**config.mk**
```make
export PLATFORM = sky130hd
export DESIGN_NAME = stack_level_ctrl_flat
export DESIGN_NICKNAME = d
export VERILOG_FILES = /design/src/rtl/stack_level_if.sv /design/src/rtl/stack_level_ctrl.sv /design/src/flat_wrapper.sv
export SDC_FILE = /design/constraint.sdc
export NUM_CORES = 1
export LEC_CHECK = 0
export ABC_AREA = 1
export BUFFER_PORTS_ARGS = -buffer_cell sky130_fd_sc_hd__buf_4
export CAP_MARGIN = 15
export CORE_ASPECT_RATIO = 0.9
export CORE_UTILIZATION = 55
export CTS_CLUSTER_DIAMETER = 50
export DETAILED_ROUTE_END_ITERATION = 6
export GPL_ROUTABILITY_DRIVEN = 0
export PLACE_DENSITY = 0.74
export SYNTH_ARGS = -nofsm -noshare
export SYNTH_HDL_FRONTEND = slang
export SYNTH_SLANG_ARGS = --single-unit
```
**constraint.sdc**
```tcl
create_clock -name clk -period 11.48 [get_ports clk]
set_clock_uncertainty 0.1 [all_clocks]
set_input_delay 2.296 -clock clk [delete_from_list [all_inputs] [get_ports clk]]
set_output_delay 2.296 -clock clk [all_outputs]
set_load 0.02 [all_outputs]
```
**src/rtl/stack_level_if.sv**
```systemverilog
// Handshake bundle between the stacker level controller (master) and the
// row datapath / display (slave). Optional best_level member under BEST_LEVEL_EN.
interface stack_level_if #(
  parameter int unsigned LEVEL_W  = 6,
  parameter int unsigned SPEED_W  = 11,
  parameter int unsigned BLOCKS_W = 4
);
  logic                go;
  logic                next_signal;
  logic                miss;
  logic                drop_pulse;
  logic [SPEED_W-1:0]  speed_count;
  logic [BLOCKS_W-1:0] num_blocks;
  logic [LEVEL_W-1:0]  curr_level;
  logic                game_over;
  logic                win;
`ifdef BEST_LEVEL_EN
  logic [LEVEL_W-1:0]  best_level;
`endif

  modport master (
    input  go, next_signal, miss,
    output drop_pulse, speed_count, num_blocks, curr_level, game_over, win
`ifdef BEST_LEVEL_EN
    , output best_level
`endif
  );

  modport slave (
    output go, next_signal, miss,
    input  drop_pulse, speed_count, num_blocks, curr_level, game_over, win
`ifdef BEST_LEVEL_EN
    , input best_level
`endif
  );
endinterface

```
**src/rtl/stack_level_ctrl.sv**
```systemverilog
// Level/difficulty controller for the block stacker: go press/release -> drop,
// verdict -> advance/win/lose. Optional feature macro: BEST_LEVEL_EN (best_level).
module stack_level_ctrl #(
  parameter int unsigned MAX_LEVEL    = 15,
  parameter int unsigned LEVEL_W      = 6,
  parameter int unsigned SPEED_W      = 11,
  parameter int unsigned SPEED_START  = 60,
  parameter int unsigned SPEED_STEP   = 3,
  parameter int unsigned SPEED_MIN    = 6,
  parameter int unsigned BLOCKS_W     = 4,
  parameter int unsigned BLOCKS_START = 3,
  parameter int unsigned BLOCKS_EVERY = 5
) (
  input  logic           clk,
  input  logic           resetn,
  stack_level_if.master  bus
);

  typedef enum logic [2:0] {
    S_WAIT, S_HELD, S_JUDGE, S_WIN, S_LOSE, S_HELD_END
  } state_t;

  state_t              state_q, state_d;
  logic [LEVEL_W-1:0]  level_q, level_d;
  logic [SPEED_W-1:0]  speed_q;
  logic [BLOCKS_W-1:0] blocks_q;
  logic                drop_q, drop_d;
  logic                over_q, over_d;
  logic                win_q, win_d;
  logic                arm_q;

  // Compare before subtracting so a steep step never wraps below the floor.
  function automatic logic [SPEED_W-1:0] sat_speed(input logic [LEVEL_W-1:0] lvl);
    int unsigned l_idx, dec;
    l_idx = 32'(lvl) - 32'd1;
    dec   = l_idx * SPEED_STEP;
    if (dec >= SPEED_START - SPEED_MIN) return SPEED_W'(SPEED_MIN);
    return SPEED_W'(SPEED_START - dec);
  endfunction

  function automatic logic [BLOCKS_W-1:0] sat_blocks(input logic [LEVEL_W-1:0] lvl);
    int unsigned l_idx, red;
    l_idx = 32'(lvl) - 32'd1;
    red   = l_idx / BLOCKS_EVERY;
    if (red >= BLOCKS_START - 1) return BLOCKS_W'(1);
    return BLOCKS_W'(BLOCKS_START - red);
  endfunction

  always_comb begin
    state_d = state_q;
    level_d = level_q;
    drop_d  = 1'b0;
    over_d  = over_q;
    win_d   = win_q;
    case (state_q)
      S_WAIT:     if (bus.go && arm_q) state_d = S_HELD;
      S_HELD:     if (!bus.go) begin
                    state_d = S_JUDGE;
                    drop_d  = 1'b1;
                  end
      S_JUDGE:    if (bus.miss) begin
                    state_d = S_LOSE;
                    over_d  = 1'b1;
                  end else if (bus.next_signal) begin
                    if (level_q < LEVEL_W'(MAX_LEVEL)) begin
                      state_d = S_WAIT;
                      level_d = level_q + LEVEL_W'(1);
                    end else begin
                      state_d = S_WIN;
                      win_d   = 1'b1;
                    end
                  end
      S_WIN,
      S_LOSE:     if (bus.go) state_d = S_HELD_END;
      S_HELD_END: if (!bus.go) begin
                    state_d = S_WAIT;
                    level_d = LEVEL_W'(1);
                    over_d  = 1'b0;
                    win_d   = 1'b0;
                  end
      default:    state_d = S_WAIT;
    endcase
  end

  always_ff @(posedge clk or negedge resetn) begin
    if (!resetn) begin
      state_q  <= S_WAIT;
      level_q  <= LEVEL_W'(1);
      speed_q  <= SPEED_W'(SPEED_START);
      blocks_q <= BLOCKS_W'(BLOCKS_START);
      drop_q   <= 1'b0;
      over_q   <= 1'b0;
      win_q    <= 1'b0;
      arm_q    <= 1'b0;
    end else begin
      state_q  <= state_d;
      level_q  <= level_d;
      speed_q  <= sat_speed(level_d);
      blocks_q <= sat_blocks(level_d);
      drop_q   <= drop_d;
      over_q   <= over_d;
      win_q    <= win_d;
      // A go held through reset release must be seen low once before it counts.
      arm_q    <= arm_q | ~bus.go;
    end
  end

`ifdef BEST_LEVEL_EN
  logic [LEVEL_W-1:0] best_q;

  always_ff @(posedge clk or negedge resetn) begin
    if (!resetn) begin
      best_q <= '0;
    end else if (state_q == S_JUDGE && state_d == S_WIN) begin
      best_q <= LEVEL_W'(MAX_LEVEL);
    end else if (state_q == S_JUDGE && state_d == S_LOSE &&
                 (level_q - LEVEL_W'(1)) > best_q) begin
      best_q <= level_q - LEVEL_W'(1);
    end
  end

  assign bus.best_level = best_q;
`endif

  assign bus.drop_pulse  = drop_q;
  assign bus.speed_count = speed_q;
  assign bus.num_blocks  = blocks_q;
  assign bus.curr_level  = level_q;
  assign bus.game_over   = over_q;
  assign bus.win         = win_q;

endmodule

```
**src/flat_wrapper.sv**
```systemverilog
// flat-port wrapper written by rule: the top's interface ports become plain ports
module stack_level_ctrl_flat 
#(
  parameter int unsigned MAX_LEVEL    = 15,
  parameter int unsigned LEVEL_W      = 6,
  parameter int unsigned SPEED_W      = 11,
  parameter int unsigned SPEED_START  = 60,
  parameter int unsigned SPEED_STEP   = 3,
  parameter int unsigned SPEED_MIN    = 6,
  parameter int unsigned BLOCKS_W     = 4,
  parameter int unsigned BLOCKS_START = 3,
  parameter int unsigned BLOCKS_EVERY = 5
)
  (clk, resetn, bus_go, bus_next_signal, bus_miss, bus_drop_pulse, bus_speed_count, bus_num_blocks, bus_curr_level, bus_game_over, bus_win);
  stack_level_if #(.LEVEL_W(LEVEL_W), .SPEED_W(SPEED_W), .BLOCKS_W(BLOCKS_W)) bus_i ();
  input  logic clk;
  input  logic resetn;
  input wire logic [$bits(bus_i.go)-1:0] bus_go;
  input wire logic [$bits(bus_i.next_signal)-1:0] bus_next_signal;
  input wire logic [$bits(bus_i.miss)-1:0] bus_miss;
  output wire logic [$bits(bus_i.drop_pulse)-1:0] bus_drop_pulse;
  output wire logic [$bits(bus_i.speed_count)-1:0] bus_speed_count;
  output wire logic [$bits(bus_i.num_blocks)-1:0] bus_num_blocks;
  output wire logic [$bits(bus_i.curr_level)-1:0] bus_curr_level;
  output wire logic [$bits(bus_i.game_over)-1:0] bus_game_over;
  output wire logic [$bits(bus_i.win)-1:0] bus_win;
  assign bus_i.go = bus_go;
  assign bus_i.next_signal = bus_next_signal;
  assign bus_i.miss = bus_miss;
  assign bus_drop_pulse = bus_i.drop_pulse;
  assign bus_speed_count = bus_i.speed_count;
  assign bus_num_blocks = bus_i.num_blocks;
  assign bus_curr_level = bus_i.curr_level;
  assign bus_game_over = bus_i.game_over;
  assign bus_win = bus_i.win;
  stack_level_ctrl #(.MAX_LEVEL(MAX_LEVEL), .LEVEL_W(LEVEL_W), .SPEED_W(SPEED_W), .SPEED_START(SPEED_START), .SPEED_STEP(SPEED_STEP), .SPEED_MIN(SPEED_MIN), .BLOCKS_W(BLOCKS_W), .BLOCKS_START(BLOCKS_START), .BLOCKS_EVERY(BLOCKS_EVERY)) u_core (.clk(clk), .resetn(resetn), .bus(bus_i));
endmodule
```
==> results_dict.tcl <==
set metrics [dict create \
    gr-usage-all-layers_pct 25.70 \
    worst-path-max-fanout 11 \
    final.min_clock_period_ps 9078 \
    antenna_cells 0 \
    cts.sinks 28 \
    clk_path_buf_depth 2 \
    yosys-top-cells-area "dfrtp_1 (14%), nand2_1 (14%), nand3_1 (7.4%)" \
    ctsRootBufferMaster "clkbuf_8" \
    die_w_um 88.09 \
    synth.distinct_cells 39 \
    worst_hold_startpoint "u_core.arm_q" \
    numCtsBuffers 3 \
    vias_per_cell 5.291 \
    r2r_slack_ps 3880 \
    die_h_um 79.48 \
    synthToLayoutAreaGrowth_pct 10.74 \
    syn_area_per_cell_um2 6.574 \
    reg2regPathDepth 56 \
    hold_path_end "u_core.arm_q" \
    grt-ovfl-total 0 \
    drc 0 \
    dr.pass1.iters 5 \
    synth_edf_count 0 \
    drive_above_1_share_pct 23.10 \
    critical_path_class "primary input to flop" \
    final.setup.tns_ps 0 \
    grt_first_pass_wirelength_mm 14.52 \
    vias 3598 \
    wire_per_inst_um 12.43 \
    htree_levels 1 \
    yosysTopAreaCell "dfrtp_1" \
    register_area_um2 709.4 \
    status "finished clean" \
    hold_violations 0 \
    hold_path.class "flop to flop" \
    worstPathRequired_ps 11600 \
    synth_xor_area_share_pct 4.536 \
    rsz0062_at_grt "no" \
    critical_path_cell_count 57 \
    yosys.area_share.simple_pct 51.16 \
    dp_hpwl_mm 6.967 \
    postRouteAntennaNets 0 \
    cts_hold_buf 0 \
    start_util_pct 58.38 \
    yosysWarnings 0 \
    final_area_um2 4063 \
    worst_slew_pin_slew_ps 577.5 \
    drtIter0Drc 222 \
    rr_endpoint "u_core.bus.num_blocks[0]" \
    worstSkewPairLatency_ps 270 \
    fmax_mhz 110.2 \
    synthAdderAreaFrac_pct 7.708 \
    synth_compound_area_share_pct 7.469 \
    synth_mux_area_share_pct 0 \
    critPathTopFamily "simple AND/OR/NAND/NOR gates" \
    reg2reg_from "u_core.bus.curr_level[0]" \
    placementRows 27 \
    critPathSlowestCell "nor2_1" \
    maxCapViolations 0 \
    netlist_top_cells_count "nand2_1 (136), inv_1 (69), nand3_1 (54), nor2_1 (50), nand2_2 (25)" \
    synth-main-ff-cell "dfrtp_1" \
    setup_viol 0 \
    path_common_cell "nand2_1" \
    synthArstFlopShare_pct 100.0 \
    syn_area_um2 3669 \
    cts_tree "yes" \
    finalMaxSlewViolations 0 \
    synth_top_area_share_pct 14.32 \
    clk_pin_slew_ps 90 \
    die_area_um2 7001 \
    antenna_found_initial 0 \
    fin_crit_sh_pct 79.08 \
    cp-start-kind "primary input" \
    syn_inst 558 \
    yosysMostFrequentCell "nand2_1" \
    grt_max_degree 29 \
    io_buffers 28 \
    worst_setup_path_end_kind "flop" \
    slew_headroom_pct 61.36 \
    first_global_vias 3217 \
    multiInputGateArea_um2 2623 \
    fin_util_pct 64.66 \
    ys_ff_latch 28 \
    ioPinCount 29 \
    holdPathStages 2 \
    slowest_delay_ps 440 \
    ys_seq_area_share_pct 19.34 \
    cts_setup_buffers 0 \
    synth_top_family_by_area "simple AND/OR/NAND/NOR gates" \
    cp_num_buf_inv 9 \
    cts_resized 0 \
    fillerInstances 604 \
    core_um2 6284 \
    routed_wl_mm 8.449 \
    fin_nets 621 \
    arrival_ps 9190 \
    post_dp_cell_area_um2 3991 \
]
## layout make-up
class	instances	area share [%]
Sequential cell	28	17.46
Timing Repair Buffer	28	5.174
Clock buffer	3	1.016
Multi-Input combinational cell	443	64.55
Tap cell	87	2.679
Inverter	90	8.377
Clock inverter	1	0.7391
## state kept, by name, summed over array words and instances (netlist names)
signal,count
u_core.bus.win,1
u_core.state_q,3
u_core.bus.drop_pulse,1
u_core.bus.num_blocks,4
u_core.bus.curr_level,6
u_core.arm_q,1
u_core.bus.game_over,1
u_core.bus.speed_count,11
## cell usage in the layout, fill, tap and decap left out, types with 2 or more instances in the layout
| cell | Yosys | routed |
|---|---|---|
| a21oi_1 | 10 | 10 |
| buf_4 | 0 | 28 |
| clkbuf_8 | 0 | 3 |
| conb_1 | 2 | 6 |
| dfrtp_1 | 21 | 21 |
| dfstp_2 | 7 | 7 |
| ha_1 | 21 | 21 |
| inv_1 | 69 | 69 |
| inv_2 | 20 | 20 |
| nand2_1 | 136 | 136 |
| nand2_2 | 25 | 25 |
| nand2_4 | 10 | 10 |
| nand3_1 | 54 | 54 |
| nand3_2 | 11 | 11 |
| nand3_4 | 5 | 5 |
| nand3b_1 | 4 | 4 |
| nand4_1 | 18 | 18 |
| nand4_2 | 3 | 3 |
| nor2_1 | 50 | 50 |
| nor2_2 | 11 | 11 |
| nor2_4 | 7 | 7 |
| nor2_8 | 2 | 2 |
| nor3_1 | 9 | 9 |
| o21a_1 | 2 | 2 |
| o21ai_0 | 20 | 20 |
| o21ai_1 | 9 | 9 |
| xnor2_1 | 9 | 9 |
| xor2_1 | 10 | 10 |
## routing by layer
layer / vias to the layer above / track usage, % / share of wire, %
met1: 1648 / 38.09 / 50
li1: 1856 / - / -
met5: - / 0 / 0
met4: 0 / 1.774 / 0.14
met3: 2 / 3.723 / 5.7
met2: 92 / 40.93 / 44
## worst max path at each step
| stage | slack [ps] | from | endpoint |
|---|---|---|---|
| floorplan | 3610 | bus_next_signal | u_core.bus.num_blocks[0] |
| global placement | 2330 | bus_miss | u_core.bus.num_blocks[0] |
| detailed placement | 2170 | bus_miss | u_core.bus.num_blocks[0] |
| CTS | 2450 | bus_miss | u_core.bus.num_blocks[0] |
| global route | 1530 | bus_miss | u_core.bus.num_blocks[0] |
| finish | 2400 | bus_miss | u_core.bus.num_blocks[0] |
## tightest hold or removal path, stage by stage, from the launching register on
cell	delay [ps]
dfrtp_1	380
inv_1	50
nand2_1	50
## per-stage QoR
step                      worst slack (ps)  cells  hold WS, ps
final                                 2402    680        399.3
after global routing                  1528    680        431.4
after CTS                             2447    680        393.5
after detailed placement              2172    676        371.4
after global placement                2327    676        364.0
after floorplan                       3610    562        326.3
## kinds of logic after synthesis
| logic type | count (synthesis) |
|---|---|
| xor+xnor | 19 |
| fa+ha+maj | 22 |
| compound gates | 48 |
| buf+inv | 91 |
| flops | 28 |
| other cells | 2 |
| simple gates | 348 |
Power is not shown: default switching activity piles up to over one toggle a cycle in this logic, so the estimate is an artifact.
